===== src/rtl/spi_pkg.sv =====
// spi_pkg: shared state encoding and framing constants for the SPI target.
package spi_pkg;
  typedef enum logic [1:0] {IDLE, CMD, WRITE, READ} spi_target_state_t;
  localparam int CMD_OP_BIT = 7;
  localparam int CMD_ADDR_W = 7;
  localparam int SPI_BITS = 8;
endpackage


===== src/rtl/spi_target_if.sv =====
// spi_target_if: SPI pins, local buffer port and status of the SPI target.
interface spi_target_if #(parameter int MEMORY_SIZE_IN_BYTES = 10);
  localparam int ADDR_W = $clog2(MEMORY_SIZE_IN_BYTES);
  logic sclk, mosi, cs_n, miso, miso_oe;
  logic [7:0] data_in, data_out;
  logic wr, busy, done;
  logic [ADDR_W-1:0] address;
  modport master (output sclk, mosi, cs_n, data_in,
                  input miso, miso_oe, data_out, wr, address, busy, done);
  modport slave (input sclk, mosi, cs_n, data_in,
                 output miso, miso_oe, data_out, wr, address, busy, done);
endinterface


===== src/rtl/spi_sync_edge.sv =====
// spi_sync_edge: 2-FF synchronizer with single-clk rise/fall pulses.
module spi_sync_edge #(parameter logic RST_VAL = 1'b0) (
  input  logic clk,
  input  logic rst_n,
  input  logic din,
  output logic level,
  output logic rise,
  output logic fall
);
  logic [2:0] sr;
  always_ff @(posedge clk or negedge rst_n)
    if (!rst_n) sr <= {3{RST_VAL}};
    else sr <= {sr[1:0], din};
  assign level = sr[1];
  assign rise = sr[1] & ~sr[2];
  assign fall = ~sr[1] & sr[2];
endmodule


===== src/rtl/spi_target.sv =====
// spi_target: SPI mode-0 responder bridging a command/data byte stream to a local buffer.
module spi_target
  import spi_pkg::*;
#(parameter int MEMORY_SIZE_IN_BYTES = 10) (
  input logic clk,
  input logic rst_n,
  spi_target_if.slave bus
);
  localparam int ADDR_W = $clog2(MEMORY_SIZE_IN_BYTES);
  spi_target_state_t state, state_nx;
  logic sclk_s, sclk_rise, sclk_fall, mosi_s, mosi_rise, mosi_fall;
  logic cs_n_s, cs_rise, cs_fall, unused;
  logic [2:0] bit_cnt;
  logic [SPI_BITS-1:0] rx_shift, tx_shift, rx_byte, data_out;
  logic [ADDR_W-1:0] addr, addr_inc, cmd_addr;
  logic miso, wr, done, reload, byte_done;
  spi_sync_edge u_sclk (.clk(clk), .rst_n(rst_n), .din(bus.sclk),
                        .level(sclk_s), .rise(sclk_rise), .fall(sclk_fall));
  spi_sync_edge u_mosi (.clk(clk), .rst_n(rst_n), .din(bus.mosi),
                        .level(mosi_s), .rise(mosi_rise), .fall(mosi_fall));
  // cs_n idles high, so its synchronizer resets high to avoid a false select edge
  spi_sync_edge #(.RST_VAL(1'b1)) u_cs (.clk(clk), .rst_n(rst_n), .din(bus.cs_n),
                                        .level(cs_n_s), .rise(cs_rise), .fall(cs_fall));
  assign unused = ^{sclk_s, mosi_rise, mosi_fall, cs_n_s};
  assign rx_byte = {rx_shift[SPI_BITS-2:0], mosi_s};
  assign byte_done = sclk_rise && bit_cnt == 3'd7 && state != IDLE && !cs_rise;
  assign addr_inc = (addr == ADDR_W'(MEMORY_SIZE_IN_BYTES - 1)) ? '0 : addr + ADDR_W'(1);
  assign cmd_addr = ({1'b0, rx_byte[CMD_ADDR_W-1:0]} >= 8'(MEMORY_SIZE_IN_BYTES)) ? '0
                    : ADDR_W'(rx_byte[CMD_ADDR_W-1:0]);
  always_comb begin
    state_nx = state;
    if (state == IDLE) state_nx = cs_fall ? CMD : IDLE;
    else if (cs_rise) state_nx = IDLE;
    else if (byte_done && state == CMD) state_nx = rx_byte[CMD_OP_BIT] ? WRITE : READ;
  end
  always_ff @(posedge clk or negedge rst_n)
    if (!rst_n) begin
      state <= IDLE;
      bit_cnt <= '0;
      rx_shift <= '0;
      tx_shift <= '0;
      miso <= 1'b0;
      addr <= '0;
      data_out <= '0;
      wr <= 1'b0;
      done <= 1'b0;
      reload <= 1'b0;
    end else begin
      state <= state_nx;
      wr <= byte_done && state == WRITE;
      done <= cs_rise && state != IDLE;
      if (cs_fall) bit_cnt <= '0;
      else if (sclk_rise && state != IDLE) bit_cnt <= bit_cnt + 3'd1;
      if (sclk_rise && state != IDLE) rx_shift <= rx_byte;
      if (byte_done && state == WRITE) data_out <= rx_byte;
      // writes advance the address after the strobe; reads advance at byte end
      if (byte_done && state == CMD) addr <= cmd_addr;
      else if (wr || (byte_done && state == READ)) addr <= addr_inc;
      reload <= (byte_done && state_nx == READ) || (reload && !sclk_fall && state != IDLE);
      if (state != READ || cs_rise) miso <= 1'b0;
      else if (sclk_fall) begin
        miso <= reload ? bus.data_in[SPI_BITS-1] : tx_shift[SPI_BITS-2];
        tx_shift <= reload ? bus.data_in : {tx_shift[SPI_BITS-2:0], 1'b0};
      end
    end
  assign bus.miso = miso;
  assign bus.miso_oe = state != IDLE;
  assign bus.busy = state != IDLE;
  assign bus.data_out = data_out;
  assign bus.wr = wr;
  assign bus.address = addr;
  assign bus.done = done;
endmodule


===== src/flat_wrapper.sv =====
// flat-port wrapper written by rule: the top's interface ports become plain ports
module spi_target_flat import spi_pkg::*;
#(parameter int MEMORY_SIZE_IN_BYTES = 10)
  (clk, rst_n, bus_sclk, bus_mosi, bus_cs_n, bus_data_in, bus_miso, bus_miso_oe, bus_data_out, bus_wr, bus_address, bus_busy, bus_done);
  spi_target_if #(.MEMORY_SIZE_IN_BYTES(MEMORY_SIZE_IN_BYTES)) bus_i ();
  input logic clk;
  input logic rst_n;
  input wire logic [$bits(bus_i.sclk)-1:0] bus_sclk;
  input wire logic [$bits(bus_i.mosi)-1:0] bus_mosi;
  input wire logic [$bits(bus_i.cs_n)-1:0] bus_cs_n;
  input wire logic [$bits(bus_i.data_in)-1:0] bus_data_in;
  output wire logic [$bits(bus_i.miso)-1:0] bus_miso;
  output wire logic [$bits(bus_i.miso_oe)-1:0] bus_miso_oe;
  output wire logic [$bits(bus_i.data_out)-1:0] bus_data_out;
  output wire logic [$bits(bus_i.wr)-1:0] bus_wr;
  output wire logic [$bits(bus_i.address)-1:0] bus_address;
  output wire logic [$bits(bus_i.busy)-1:0] bus_busy;
  output wire logic [$bits(bus_i.done)-1:0] bus_done;
  assign bus_i.sclk = bus_sclk;
  assign bus_i.mosi = bus_mosi;
  assign bus_i.cs_n = bus_cs_n;
  assign bus_i.data_in = bus_data_in;
  assign bus_miso = bus_i.miso;
  assign bus_miso_oe = bus_i.miso_oe;
  assign bus_data_out = bus_i.data_out;
  assign bus_wr = bus_i.wr;
  assign bus_address = bus_i.address;
  assign bus_busy = bus_i.busy;
  assign bus_done = bus_i.done;
  spi_target #(.MEMORY_SIZE_IN_BYTES(MEMORY_SIZE_IN_BYTES)) u_core (.clk(clk), .rst_n(rst_n), .bus(bus_i));
endmodule

===== config.mk =====
export PLATFORM = sky130hd
export DESIGN_NAME = spi_target_flat
export DESIGN_NICKNAME = d
export VERILOG_FILES = /design/src/rtl/spi_pkg.sv /design/src/rtl/spi_target_if.sv /design/src/rtl/spi_sync_edge.sv /design/src/rtl/spi_target.sv /design/src/flat_wrapper.sv
export SDC_FILE = /design/constraint.sdc
export NUM_CORES = 1
export LEC_CHECK = 0
export CORE_MARGIN = 4
export CORE_UTILIZATION = 58
export CTS_BUF_LIST = sky130_fd_sc_hd__clkbuf_2
export DETAILED_ROUTE_END_ITERATION = 10
export DONT_BUFFER_PORTS = 1
export GPL_TIMING_DRIVEN = 0
export PLACE_DENSITY = 0.74
export SYNTH_ARGS = -nofsm -noshare
export SYNTH_HDL_FRONTEND = slang
export SYNTH_SLANG_ARGS = --single-unit

===== constraint.sdc =====
create_clock -name clk -period 1.9 [get_ports clk]
set_input_delay 0.38 -clock clk [delete_from_list [all_inputs] [get_ports clk]]
set_output_delay 0.38 -clock clk [all_outputs]
set_load 0.01 [all_outputs]

==> flow_metrics.tcl <==
set metrics [dict create \
    worstMarginPinSlew_ns 0.471 \
    clock_buffer_count_from_cts 5 \
    hpwl_after_dpl_mm 2.06 \
    design.die.area_sq_um 4160 \
    outcome "completed" \
    drt.antenna.violating_nets 0 \
    grt_use_met3 0.0676 \
    antenna_violations_before_repair 0 \
    route.detailed.wl_per_inst_um 14.6 \
    vias_per_cell 5.46 \
    yosysUniqueCellTypes 41 \
    num_io_pins 30 \
    gr-max-usage-layer "met2" \
    drt_first_iter_violations 62 \
    tritoncts "yes" \
    setup_tns_ns 0 \
    synth.net_count 164 \
    leading_register_cell_type_out_of_synthesis "sky130_fd_sc_hd__dfrtp_1" \
    synth_edf_count 0 \
    final.setup_skew_ns 0.0147 \
    drt_first_pass_iters 4 \
    via_count_of_the_first_global_routing_pass 1139 \
    synth-async-reset-ratio 1.00 \
    ys_seq_area_frac 0.583 \
    timing.fmax_mhz 541 \
    worstSkewPairLatency_ns 0.38 \
    power.density_nw_per_um2 879 \
    grt_util_met1 0.208 \
    die_h_um 64.5 \
    final_cell_mix "sky130_fd_sc_hd__dfrtp_1 (40), sky130_fd_sc_hd__mux2_2 (15), sky130_fd_sc_hd__nand2_1 (13)" \
    type_of_the_worst_setup_path "reg -> reg" \
    mostFrequentLayoutCell "sky130_fd_sc_hd__dfrtp_1" \
    power.leakage_nw 0.954 \
    port_buffers 0 \
    critical-path-slowest-cell "sky130_fd_sc_hd__dfrtp_1" \
    critical_path.most_common_cell "sky130_fd_sc_hd__ha_1" \
    finish.utilization 0.669 \
    rsz0062_at_grt "false" \
    synth.ff_latch_count 43 \
    start_kind "register" \
    wl_mm 3.00 \
    syn_avg_cell_area_sq_um 12.4 \
    grt_start_max_net_pins 44 \
    time_the_final_worst_path_needs_with_i_o_delays_and_setup_ns 1.85 \
    crit_path_arrival_time_ns 2.18 \
    worst_slew_margin_rel 0.683 \
    num_rows 20 \
    layout.nets 176 \
    ctsHtreeMaxLevel 2 \
    routed-via-count 1124 \
    syn_to_final_growth_pct 10.2 \
    final.period_utilization 0.973 \
    drive_gt1_frac 0.247 \
    post-layout-total-power_mw 1.80 \
    cts.path.max_buffers 2 \
    grt_usage 0.162 \
    irDropWorstVdd_mv 0.690 \
    timing.max_cap.violations 0 \
    slew_violations 0 \
    layout_setup_ws_ns 0.0520 \
    diodes 0 \
    grt_first_pass_wirelength_mm 5.22 \
    grt.overflow.total 0 \
    drc 0 \
    hp-class "in -> reg" \
    floorplan.initialDensity 0.607 \
    synthesis.instances 149 \
    critPathCaptureType "register" \
    met2_usage 0.251 \
    report.final.setup_viol 0 \
    cp.required_ns 2.23 \
    final_weighted_congestion_in_routability_driven_placement 0.742 \
    path_delay_family "flip-flops" \
    die_w_um 64.5 \
    worst_case_setup_slack_after_placement_ns 0.0383 \
    clkTransAtPathRegs_ns 0.20 \
    clock-root-buffer "sky130_fd_sc_hd__clkbuf_2" \
    synth.cell_area_sq_um 1850 \
    timing.critical_path.fanout_max 5 \
    clkSinkCount 43 \
    floorplan.core_area_sq_um 3050 \
    report.final.hold_viol_count 0 \
    cp_slowest_stage_delay_ns 0.44 \
    number_of_warnings_reported_in_the_yosys_synthesis_log 0 \
    crit_chain "ha_1, ha_1, and3b_1, buf_6, and4b_1, mux2_4, a21oi_2" \
    timing.critical_path.buf_inv 1 \
]
## power breakdown
part	switching (mW)	leakage (nW)	internal, mW
clock	0.275	0.0404	0.217
combinational	0.0980	0.385	0.114
sequential	0.0920	0.529	1.00
## path summary, 6_finish.rpt
kind                              startpoint                     to  slack, ns  cells past startpoint
setup / recovery           u_core.bit_cnt[0]  u_core.bus.address[2]       0.05                      7
hold / removal                bus_data_in[0]     u_core.tx_shift[0]       0.16                      2
setup reg to reg           u_core.bit_cnt[0]  u_core.bus.address[2]       0.05                      7
hold reg to reg            u_core.u_cs.sr[0]      u_core.u_cs.sr[1]       0.37                      0
max in group asynchronous              rst_n      u_core.u_cs.sr[2]       1.18                      2
min in group asynchronous              rst_n    u_core.u_sclk.sr[2]       0.45                      2
## cell families (layout without fill, tap and decap cells)
kind of cell	after synthesis	after routing	synth area share
DFF	43	43	0.583
muxes	26	26	0.153
adders and majority gates	2	2	0.0135
buffers and inverters	12	25	0.0378
xor gates and xnor gates	2	2	0.00945
and+or+nand+nor	42	42	0.123
AOI/OAI and AO/OA	22	22	0.0804
## per-stage QoR
step | area (sq um) | hold slack (ns) | std cells
after floorplan | 1850 | 0.0844 | 149
final | 2040 | 0.158 | 206
after CTS | 2030 | 0.111 | 206
after detailed placement | 1910 | 0.0855 | 193
after global placement | 1910 | 0.0855 | 193
after global routing | 2040 | 0.128 | 206
## cell type report
| type | count | area, sq um |
|---|---|---|
| clock buffers | 5 | 25.0 |
| inverters | 3 | 11.3 |
| multi-input cells | 94 | 717 |
| clock inverters | 3 | 38.8 |
| plain buffers | 8 | 47.5 |
| fillers | 240 | 1010 |
| repair buffers | 6 | 67.6 |
| flip-flops and latches | 43 | 1080 |
| well taps | 44 | 55.1 |
## sequential cells by signal, summed over array words and instances, names as in the netlist, 2 cells and up
register	cells
u_core.bus.data_out	8
u_core.rx_shift	7
u_core.tx_shift	7
u_core.bus.address	4
u_core.bit_cnt	3
u_core.u_cs.sr	3
u_core.u_sclk.sr	3
u_core.state	2
u_core.u_mosi.sr	2
## per-layer routing
metal	routed length (um)	part of all wire
met3	178	0.059
met5	0	0
met2	1450	0.48
met1	1370	0.45
met4	12	0.0040
## worst reg2reg max path, stage by stage, from the launching register on
cell and delay (ns):
sky130_fd_sc_hd__dfrtp_1 0.44, sky130_fd_sc_hd__ha_1 0.20, sky130_fd_sc_hd__ha_1 0.17, sky130_fd_sc_hd__and3b_1 0.16, sky130_fd_sc_hd__buf_6 0.12, sky130_fd_sc_hd__and4b_1 0.25
sky130_fd_sc_hd__mux2_4 0.33, sky130_fd_sc_hd__a21oi_2 0.12
## synth_stat cells (all sizes together), types with 2 or more instances
cell | number | area, sq um
dfrtp | 40 | 1000
mux2 | 16 | 184
nand2 | 13 | 48.8
mux2i | 10 | 100
nor2 | 10 | 37.5
o21ai | 9 | 45.0
buf | 8 | 55.1
dfstp | 3 | 78.8
inv | 3 | 11.3
nand2b | 3 | 18.8
nor2b | 3 | 18.8
a21oi | 2 | 13.8
a311oi | 2 | 17.5
and4b | 2 | 20.0
ha | 2 | 25.0
nand3 | 2 | 10.0
nand4b | 2 | 23.8
## what timing repair did
item,4_1_cts,5_1_grt
hold endpoints to repair,46,0
setup endpoints to repair,0,4
hold buffers,5,0
setup buffers,0,1
gates resized for setup,0,3
(Power assumes the default switching activity.)
